==> config.mk <==
export PLATFORM = sky130hd
export DESIGN_NAME = mem_access_unit
export DESIGN_NICKNAME = d
export VERILOG_FILES = /design/src/rtl/mem_access_unit.sv
export SDC_FILE = /design/constraint.sdc
export NUM_CORES = 1
export LEC_CHECK = 0
export CAP_MARGIN = 20
export CORE_MARGIN = 2
export CORE_UTILIZATION = 45
export CTS_CLUSTER_DIAMETER = 40
export DETAILED_ROUTE_END_ITERATION = 6
export GPL_TIMING_DRIVEN = 0
export PLACE_DENSITY = 0.85
export SLEW_MARGIN = 20
export SYNTH_ARGS = -nofsm -noshare
export SYNTH_HDL_FRONTEND = slang
export SYNTH_SLANG_ARGS = --single-unit
==> constraint.sdc <==
create_clock -name clk -period 2.6 [get_ports clk]
set_input_delay 0.52 -clock clk [delete_from_list [all_inputs] [get_ports clk]]
set_output_delay 0.52 -clock clk [all_outputs]
set_load 0.03 [all_outputs]
==> src/rtl/mem_access_unit.sv <==
// Memory stage: runs loads/stores on a variable-latency bus, stalls upstream while waiting,
// formats load data and registers the writeback triple. Optional macro: MISALIGN_EXC_EN.
module mem_access_unit #(
    parameter int ADDR_W = 32
) (
    input  logic              clk,
    input  logic              rst_n,
    input  logic              rd_en_ex,
    input  logic              wrt_en_ex,
    input  logic [1:0]        width_ex,
    input  logic              unsigned_sel_ex,
    input  logic [ADDR_W-1:0] addr_ex,
    input  logic [31:0]       store_data_ex,
    input  logic [31:0]       next_pc_ex,
    input  logic [1:0]        wb_sel_ex,
    input  logic              write_en_ex,
    input  logic [4:0]        write_reg_ex,
    output logic              mem_req,
    output logic              mem_we,
    output logic [ADDR_W-1:0] mem_addr,
    output logic [31:0]       mem_wdata,
    output logic [3:0]        mem_be,
    input  logic              mem_ack,
    input  logic [31:0]       mem_rdata,
    output logic              stall_mem,
    output logic              write_enable_wb,
    output logic [4:0]        write_reg_wb,
    output logic [31:0]       write_data_wb,
    output logic              misalign_exc
);

    typedef enum logic {
        IDLE = 1'b0,
        BUSY = 1'b1
    } state_e;

    state_e            state_q, state_d;
    logic              req_q, req_d;
    logic              we_q, we_d;
    logic [ADDR_W-1:0] addr_q, addr_d;
    logic [31:0]       wdata_q, wdata_d;
    logic [3:0]        be_q, be_d;

    logic              wb_en_q, wb_en_d;
    logic [4:0]        wb_reg_q, wb_reg_d;
    logic [31:0]       wb_data_q, wb_data_d;

    logic              access;
    logic              misalign;
    logic              access_ok;
    logic [31:0]       st_wdata;
    logic [3:0]        st_be;
    logic [7:0]        ld_byte;
    logic [15:0]       ld_half;
    logic [31:0]       load_data;
    logic [31:0]       alu_val;

    assign access = rd_en_ex | wrt_en_ex;

`ifdef MISALIGN_EXC_EN
    logic misalign_q;

    assign misalign = access &
                      (((width_ex == 2'b01) && addr_ex[0]) ||
                       (width_ex[1] && (addr_ex[1:0] != 2'b00)));
    assign misalign_exc = misalign_q;

    always_ff @(posedge clk) begin
        if (!rst_n) begin
            misalign_q <= 1'b0;
        end else begin
            misalign_q <= misalign & ~stall_mem;
        end
    end
`else
    assign misalign     = 1'b0;
    assign misalign_exc = 1'b0;
`endif

    assign access_ok = access & ~misalign;

    // The ack cycle itself does not stall, so the WB registers capture mem_rdata on that edge.
    assign stall_mem = ((state_q == IDLE) & access_ok) | ((state_q == BUSY) & ~mem_ack);

    assign alu_val = 32'(addr_ex);

    // NOTE: every combinational output gets a default first so no latch is inferred.
    always_comb begin
        st_wdata = store_data_ex;
        st_be    = 4'b1111;
        case (width_ex)
            2'b00: begin
                st_wdata = {4{store_data_ex[7:0]}};
                st_be    = 4'b0001 << addr_ex[1:0];
            end
            2'b01: begin
                st_wdata = {2{store_data_ex[15:0]}};
                st_be    = addr_ex[1] ? 4'b1100 : 4'b0011;
            end
            default: begin
                st_wdata = store_data_ex;
                st_be    = 4'b1111;
            end
        endcase
    end

    always_comb begin
        ld_byte   = mem_rdata[7:0];
        ld_half   = addr_ex[1] ? mem_rdata[31:16] : mem_rdata[15:0];
        load_data = mem_rdata;
        case (addr_ex[1:0])
            2'b00:   ld_byte = mem_rdata[7:0];
            2'b01:   ld_byte = mem_rdata[15:8];
            2'b10:   ld_byte = mem_rdata[23:16];
            default: ld_byte = mem_rdata[31:24];
        endcase
        case (width_ex)
            2'b00:   load_data = unsigned_sel_ex ? {24'h0, ld_byte}
                                                 : {{24{ld_byte[7]}}, ld_byte};
            2'b01:   load_data = unsigned_sel_ex ? {16'h0, ld_half}
                                                 : {{16{ld_half[15]}}, ld_half};
            default: load_data = mem_rdata;
        endcase
    end

    always_comb begin
        state_d = state_q;
        req_d   = req_q;
        we_d    = we_q;
        addr_d  = addr_q;
        wdata_d = wdata_q;
        be_d    = be_q;
        case (state_q)
            IDLE: begin
                if (access_ok) begin
                    state_d = BUSY;
                    req_d   = 1'b1;
                    we_d    = wrt_en_ex;
                    addr_d  = {addr_ex[ADDR_W-1:2], 2'b00};
                    wdata_d = st_wdata;
                    be_d    = wrt_en_ex ? st_be : 4'b1111;
                end
            end
            BUSY: begin
                if (mem_ack) begin
                    state_d = IDLE;
                    req_d   = 1'b0;
                end
            end
            default: state_d = IDLE;
        endcase
    end

    // NOTE: sequential state uses non-blocking assignments so every register samples pre-edge values.
    always_ff @(posedge clk) begin
        if (!rst_n) begin
            state_q <= IDLE;
            req_q   <= 1'b0;
            we_q    <= 1'b0;
            addr_q  <= '0;
            wdata_q <= '0;
            be_q    <= '0;
        end else begin
            state_q <= state_d;
            req_q   <= req_d;
            we_q    <= we_d;
            addr_q  <= addr_d;
            wdata_q <= wdata_d;
            be_q    <= be_d;
        end
    end

    always_comb begin
        wb_en_d   = write_en_ex & ~wrt_en_ex & (write_reg_ex != 5'd0) & ~misalign;
        wb_reg_d  = write_reg_ex;
        wb_data_d = alu_val;
        case (wb_sel_ex)
            2'b01:   wb_data_d = load_data;
            2'b10:   wb_data_d = next_pc_ex;
            default: wb_data_d = alu_val;
        endcase
    end

    // A stalled slot becomes a bubble: enable drops, reg/data hold their last values.
    always_ff @(posedge clk) begin
        if (!rst_n) begin
            wb_en_q   <= 1'b0;
            wb_reg_q  <= '0;
            wb_data_q <= '0;
        end else if (stall_mem) begin
            wb_en_q   <= 1'b0;
        end else begin
            wb_en_q   <= wb_en_d;
            wb_reg_q  <= wb_reg_d;
            wb_data_q <= wb_data_d;
        end
    end

    assign mem_req         = req_q;
    assign mem_we          = we_q;
    assign mem_addr        = addr_q;
    assign mem_wdata       = wdata_q;
    assign mem_be          = be_q;
    assign write_enable_wb = wb_en_q;
    assign write_reg_wb    = wb_reg_q;
    assign write_data_wb   = wb_data_q;

endmodule
# After elaboration in Yosys (flattened, before gate mapping)
# Cells that the tools add are included.
[totals]
out_inout_bits = 110
latch_bits = 0
ram_bits = 0
n_memories = 0
romBits = 0
input_bits = 144
reg_bits = 107
[op_classes]
n_bitwise = 10
div = 0
addsub = 0
n_lt_le_gt_ge = 0
n_eq_ne = 7
n_reduce_logical = 6
shifts = 1
n_mul = 0
mux = 16
[op_table]
columns = ["cell", "n"]
rows = [
  ["$pmux W32 S2", 3],
  ["$mux W32", 2],
  ["$pmux W8 S3", 1],
  ["$mux W16", 1],
  ["$mux W4", 2],
  ["$pmux W4 S2", 1],
  ["$eq A2 B1 Y1 const B", 3],
  ["$reduce_bool A5 Y1", 1],
  ["$and A1 B1 Y1", 4],
  ["$eq A2 B2 Y1 const B", 2],
  ["$logic_not A2 Y1", 2],
  ["$mux W1", 4],
  ["$ne A2 B2 Y1 const B", 2],
  ["$not A1 Y1", 4],
  ["$pmux W1 S2", 2],
  ["$reduce_and A2 Y1", 2],
  ["$shl A1 B2 Y4 const A", 1],
  ["$or A1 B1 Y1", 2],
  ["$reduce_or A2 Y1", 1],
]

# Longest topological paths before layout
# Gate-level depths: netlist of the first run.
[logic_depth]
depth_word = 5
mapped_depth = 8
mapped_depth_nobuf = 6

# Least setup slack after synthesis of the first run
# No wires, ideal clock.
[synth_path]
path_kind = "input to output"
from = "in wrt_en_ex"
to = "out stall_mem"
path_buffers = 1
slack_ps = 663
cell_stages = 4
t_arrival_ps = 1417
path_cell_list = "or3_4 > nand2_2 > inv_1 > clkbuf_1"
[synth_via]
elab_chain_cells = 3
[synth_lines]
columns = ["element", "line", "text"]
rows = [
  ["start: declaration", "9", "input logic wrt_en_ex,"],
  ["$or A1 B1 Y1", "58", "assign access = rd_en_ex | wrt_en_ex;"],
  ["$and A1 B1 Y1", "83", "assign stall_mem = ((state_q == IDLE) & access_ok) | ((state_q == BUSY) & ~mem_ack);"],
  ["$or A1 B1 Y1", "83", ""],
  ["end: declaration", "25", "output logic stall_mem,"],
]
# No other way between the ends.

# Worst setup path in the final report of the first run
[layout_path]
from = "in width_ex[1]"
to = "reg wb_data_q[17] (netlist: write_data_wb[17])"
[layout_via]
elab_chain_cells = 3
[layout_lines]
columns = ["element", "line", "text"]
rows = [
  ["start: declaration", "10", "input logic [1:0] width_ex,"],
  ["$eq A2 B1 Y1 or $logic_not A2 Y1 (tied branches)", "117", "case (width_ex)"],
  ["$pmux W32 S2 (*)", "117", ""],
  ["$pmux W32 S2 (*)", "177", "case (wb_sel_ex)"],
  ["end signal: assignment", "195", "wb_data_q <= wb_data_d;"],
  ["end: declaration", "46", "logic [31:0] wb_data_q, wb_data_d;"],
]
# Mark *: on every way between the ends. The rest lies on a longest branch, timed or not.
# A chain may end at the register's enable or synchronous reset.

==> impl_metrics.tcl, run 1 <==
set metrics [dict create \
    antenna_found_initial 0 \
    yosys_warnings 0 \
    synth_area_per_cell_um2 7.80 \
    instances_no_fill 1106 \
    cts_tree "built" \
    fin_crit_sh_pct 97.7 \
    whs_endpoint "write_reg_wb[4]" \
    finalHoldViolations 0 \
    clk_latency_ps 350 \
    postRouteAntennaNets 0 \
    hp-class "reg -> reg" \
    endpoint_kind "register" \
    grt_first_pass_wirelength_mm 33.3 \
    numPortBuffers 249 \
    synth_cells 693 \
    synth.distinct_cells 48 \
    power_density_mw_per_mm2 563 \
    grt_start_max_net_pins 18 \
    antenna_cells 0 \
    grt.overflow.total 0 \
    clk_pin_slew_ps 70 \
    rows 40 \
    drc_errors 0 \
    grt_usage_pct 33.4 \
    critical_path_class "in -> reg" \
    dr.pass1.iters 6 \
    drt_iter0_drc 831 \
    hold_start "write_reg_wb[4]" \
    hold_depth 2 \
    arrival_ps 2780 \
    fp.dieArea_mm2 0.0129 \
    io_pins 254 \
    maxCapViolations 0 \
    yosysSeqAreaShare_pct 39.6 \
    dr_total_vias 6548 \
    outcome "completed" \
    fin_nets 1101 \
    die_w_um 114 \
    synth_area_mm2 0.00540 \
    irDropWorstVdd_mv 0.330 \
    core_mm2 0.0119 \
    hold_buffers 0 \
    max_freq_mhz 394 \
    clock_path_buffers 2 \
    setup_ws_ps 60.9 \
    clock-root-buffer "clkbuf_16" \
    area_delta_synth_final_pct 55.6 \
    ys_top_cells_by_area "dfxtp_1 40%, nand2_1 12%, mux2i_1 7.8%, a21oi_1 7.7%, o21ai_0 4.6%" \
    rsz0062_at_grt "no" \
    initial_core_util_pct 45.6 \
    synth_edf_count 0 \
    dp_hpwl_mm 16.9 \
    synthArstFlopShare_pct 0 \
    wl_per_cell_um 20.3 \
    synth_flop_cell "dfxtp_1" \
    ys_ff_latch 107 \
    placed_cells 1091 \
    reg2reg_slack_ps 670 \
    setup_violations 0 \
    crit_fanout 10 \
    drive_gt1_share_pct 5.53 \
    synth_common_cells "167 x nand2_1, 107 x dfxtp_1, 83 x a21oi_1" \
    tns_ps 0 \
    cts_inserted_buffers 9 \
    min_period_ps 2540 \
    fillers 960 \
    yosysMostFrequentCell "nand2_1" \
    finalHoldWorstSlack_ps 450 \
    synth.largest_area_cell "dfxtp_1" \
    leakagePower_nw 3.17 \
    r2r_cells 5 \
    clock_sinks 107 \
    required_ps 2840 \
    wl_mm 22.5 \
    cp-start-kind "primary input" \
    gp_congestion 0.940 \
    finalMaxSlewViolations 0 \
    r2r-end "mem_wdata[22]" \
    htreeDepth 3 \
    synth_top_area_share_pct 39.6 \
    grt_pass1_vias 6137 \
    die_y_um 114 \
    finClkSkew_ps 7.10 \
    r2r_start "state_q" \
    slew-limit-headroom_pct 45.9 \
    worst_slew_pin_slew_ps 811 \
    vias_per_cell 5.92 \
    pre_cts_slack_ps -730 \
]
-- registers in the layout, summed over array words and instances (netlist names), 4 cells and up --
signal and count:
mem_addr 30, mem_be 4, mem_wdata 32, write_data_wb 32
write_reg_wb 5
-- cell families (layout without fill, tap and decap cells) --
| group | count (synthesis) | in the layout | synth area share, % |
|---|---|---|---|
| multiplexers | 50 | 50 | 9.66 |
| adder cells (fa/ha/maj) | 2 | 2 | 0.463 |
| buffers and inverters | 71 | 335 | 5.58 |
| flip-flops | 107 | 107 | 39.6 |
| other | 1 | 3 | 0.0694 |
| AO/OA/AOI/OAI | 221 | 221 | 26.6 |
| AND/OR/NAND/NOR | 241 | 241 | 17.9 |
-- how the worst max path moves through the flow --
stage / from / to / slack [ps] / cells past startpoint
2_1_floorplan: wrt_en_ex / stall_mem / 660 / 4
3_3_place_gp: wrt_en_ex / stall_mem / -760 / 6
3_5_place_dp: wrt_en_ex / stall_mem / -730 / 6
4_1_cts: wrt_en_ex / stall_mem / 40 / 5
5_1_grt: width_ex[1] / write_data_wb[17] / 20 / 6
6_report: width_ex[1] / write_data_wb[17] / 60 / 6
-- metal layers --
layer  wire length (µm)  global-route usage, %  share of wire [%]  vias to the layer above
li1                   -                      -                  -                     2967
met1               8350                   40.4                 37                     3057
met2              10600                   57.2                 47                      445
met3               2480                   6.70                 11                       79
met4               1050                   16.0                4.7                        0
met5                  0                      0                  0                        -
-- cell usage in the layout, fill, tap and decap left out, types with 4 or more instances in the layout --
cell             netlist  layout
a211oi_1              13      13
a21oi_1               83      83
a22o_1                 4       4
a311oi_1               9       9
and2_1                 5       5
buf_1                  6       6
buf_2                  7       7
buf_4                  3       4
clkbuf_1              44      39
clkbuf_16              0       9
clkbuf_2               0       4
clkdlybuf4s50_1        0     247
clkinvlp_4             0       4
dfxtp_1              107     107
inv_1                  9       8
mux2_2                 7       7
mux2i_1               42      42
nand2_1              167     167
nor2_1                51      51
o211ai_1               8       8
o21ai_0               50      50
o221ai_1               7       7
o22ai_1               12      12
o32a_1                 5       5
o32ai_1               10      10
o32ai_2                7       7
-- final cells by class --
type / instances / area (µm²) / share of cell area (%)
tap: 147 / 184 / 2.19
sequential: 107 / 2140 / 25.5
inverter: 9 / 37.5 / 0.446
buffer: 61 / 269 / 3.20
clock inverter: 6 / 66.3 / 0.789
multi-input combinational: 517 / 2980 / 35.5
timing repair buffer: 250 / 2500 / 29.8
clock buffer: 9 / 225 / 2.68
-- critical path, cell delays in order --
cell,delay [ps]
clkdlybuf4s50_1,490
buf_2,230
buf_1,480
clkbuf_1,520
a21oi_1,200
o32ai_1,330
-- power breakdown --
| part | switching (W) | internal (W) |
|---|---|---|
| registers | 0.0000730 | 0.00177 |
| logic | 0.000859 | 0.000646 |
| clock network | 0.000644 | 0.000744 |
| total | 0.00158 | 0.00316 |
-- through the flow --
step           power (W)  util (%)  cell area (µm²)
2_1_floorplan    0.00265         -             5410
3_3_place_gp     0.00333      68.2             8090
3_5_place_dp     0.00335      68.2             8090
4_1_cts          0.00471      70.8             8400
5_1_grt          0.00489      70.9             8410
6_report         0.00474      70.9             8410
-- what timing repair did --
item                                    in CTS  in global routing
endpoints found under the setup margin       1                 13
gates resized for setup                      6                  9
setup buffers                                1                  0
Note: power is estimated with default switching activity, not from simulation.
==> inputs of run 2 (changes only) <==
Settings changed: CTS_CLUSTER_DIAMETER 40 to 200.
==> results of run 2 <==
The final DEF is identical to that of run 1; final timing and power are the same.
==> inputs of run 3 (changes only) <==
Settings changed: CORE_MARGIN 2 to unset.
==> impl_metrics.tcl, run 3 (same netlist as run 1, synthesis figures left out) <==
set metrics [dict create \
    outcome "complete, but fails checks" \
    failed_checks "DRC" \
    arrival_ps 2030 \
    die_y_um 112 \
    worst_slew_pin_slew_ps 834 \
    endpoint_kind "primary output" \
    irDropWorstVdd_mv 0.359 \
    gp_congestion 0.942 \
    core_mm2 0.0116 \
    fin_util_pct 72.5 \
    grt_pass1_vias 6234 \
    cts_inserted_buffers 9 \
    maxCapViolations 0 \
    critical_path_class "in -> out" \
    max_freq_mhz 392 \
    crit_fanout 9 \
    clk_latency_ps 360 \
    switching_share_pct 33.0 \
    grt_usage_pct 35.3 \
    min_period_ps 2550 \
    required_ps 2080 \
    drc_errors 17 \
    grt.overflow.total 0 \
    initial_core_util_pct 46.7 \
    p_sw_w 0.00154 \
    hold_buffers 0 \
    dr.pass1.iters 7 \
    numPortBuffers 249 \
    power_density_mw_per_mm2 555 \
    finalHoldViolations 0 \
    htreeDepth 3 \
    grt_first_pass_wirelength_mm 33.7 \
    antenna_cells 0 \
    clock-root-buffer "clkbuf_16" \
    rows 39 \
    dp_hpwl_mm 16.7 \
    cts_tree "built" \
    finalMaxSlewViolations 0 \
    clock_sinks 107 \
    fin_crit_sh_pct 98.1 \
    seq_power_share_pct 39.6 \
    slew-limit-headroom_pct 44.4 \
    postRouteAntennaNets 0 \
    vias_per_cell 5.86 \
    finClkSkew_ps 5.32 \
    pre_cts_slack_ps -680 \
    area_delta_synth_final_pct 55.2 \
    die_w_um 112 \
    hp-class "reg -> reg" \
    intPower_w 0.00312 \
    wl_per_cell_um 20.2 \
    rsz0062_at_grt "no" \
    grt_start_max_net_pins 16 \
    drive_gt1_share_pct 5.42 \
    mostFrequentLayoutCells "248 x clkdlybuf4s50_1, 167 x nand2_1, 107 x dfxtp_1, 83 x a21oi_1, 51 x nor2_1" \
    clkPwrFrac_pct 28.2 \
    clock_path_buffers 2 \
    p_comb_share_pct 32.2 \
    setup_violations 0 \
    final_common_cell "clkdlybuf4s50_1" \
    cp-start-kind "primary input" \
    leakagePower_nw 3.17 \
    dr_total_vias 6469 \
    antenna_found_initial 0 \
    fin_nets 1101 \
    clk_pin_slew_ps 60 \
    io_pins 254 \
    wl_mm 22.2 \
    drt_iter0_drc 756 \
    fp.dieArea_mm2 0.0125 \
    setup_ws_ps 48.3 \
]
==> run 3: layout make-up <==
cell class | instances | area (µm²)
multi-input cells | 517 | 2980
repair buffers | 250 | 2500
well taps | 143 | 179
fillers | 928 | 3180
inverters | 9 | 37.5
plain buffers | 61 | 270
flip-flops and latches | 107 | 2140
clock inverters | 2 | 10.0
clock buffers | 14 | 264
==> run 3: worst max-delay path, cell delays in order <==
cell and delay, ps:
clkdlybuf4s50_1 500, or3_4 460, nand2_8 140, clkinvlp_4 120, clkdlybuf4s15_2 290
==> run 3: final timing paths <==
path,depth (start not counted),to,from,slack (ps)
worst max register to register,5,mem_wdata[20],state_q,630
worst max-delay path,5,stall_mem,wrt_en_ex,50
worst min register to register,2,mem_addr[27],mem_addr[27],450
worst min-delay path,2,mem_addr[27],mem_addr[27],450
==> run 3: timing repair <==
item,CTS,global route
setup endpoints to repair,1,16
gates resized for setup,5,10
endpoints found under the hold margin,0,0
buffers inserted,1,0
==> run 3: layer usage <==
metal	track usage [%]	up-vias	part of all wire (%)
li1	-	2967	-
met1	41.4	3015	38
met2	59.8	409	48
met3	7.84	78	9.6
met4	20.0	0	5.0
met5	0	-	0
==> run 3: power by group through the flow <==
stage	clock, W	sequential, W	combinational [W]
after floorplan	0	0.00213	0.000519
after global placement	0	0.00187	0.00145
after detailed placement	0	0.00188	0.00146
after CTS	0.00132	0.00184	0.00147
after global routing	0.00139	0.00186	0.00158
final	0.00132	0.00184	0.00150
==> run 3: through the flow <==
step | hold slack [ps] | std cells | setup TNS, ps | power (W) | instance area (µm²)
after global placement | 439 | 1087 | -5330 | 0.00332 | 8080
after floorplan | 580 | 695 | 0 | 0.00265 | 5410
after CTS | 454 | 1103 | 0 | 0.00464 | 8370
after detailed placement | 446 | 1087 | -6750 | 0.00334 | 8080
after global routing | 473 | 1103 | 0 | 0.00482 | 8390
final | 454 | 1103 | 0 | 0.00466 | 8390
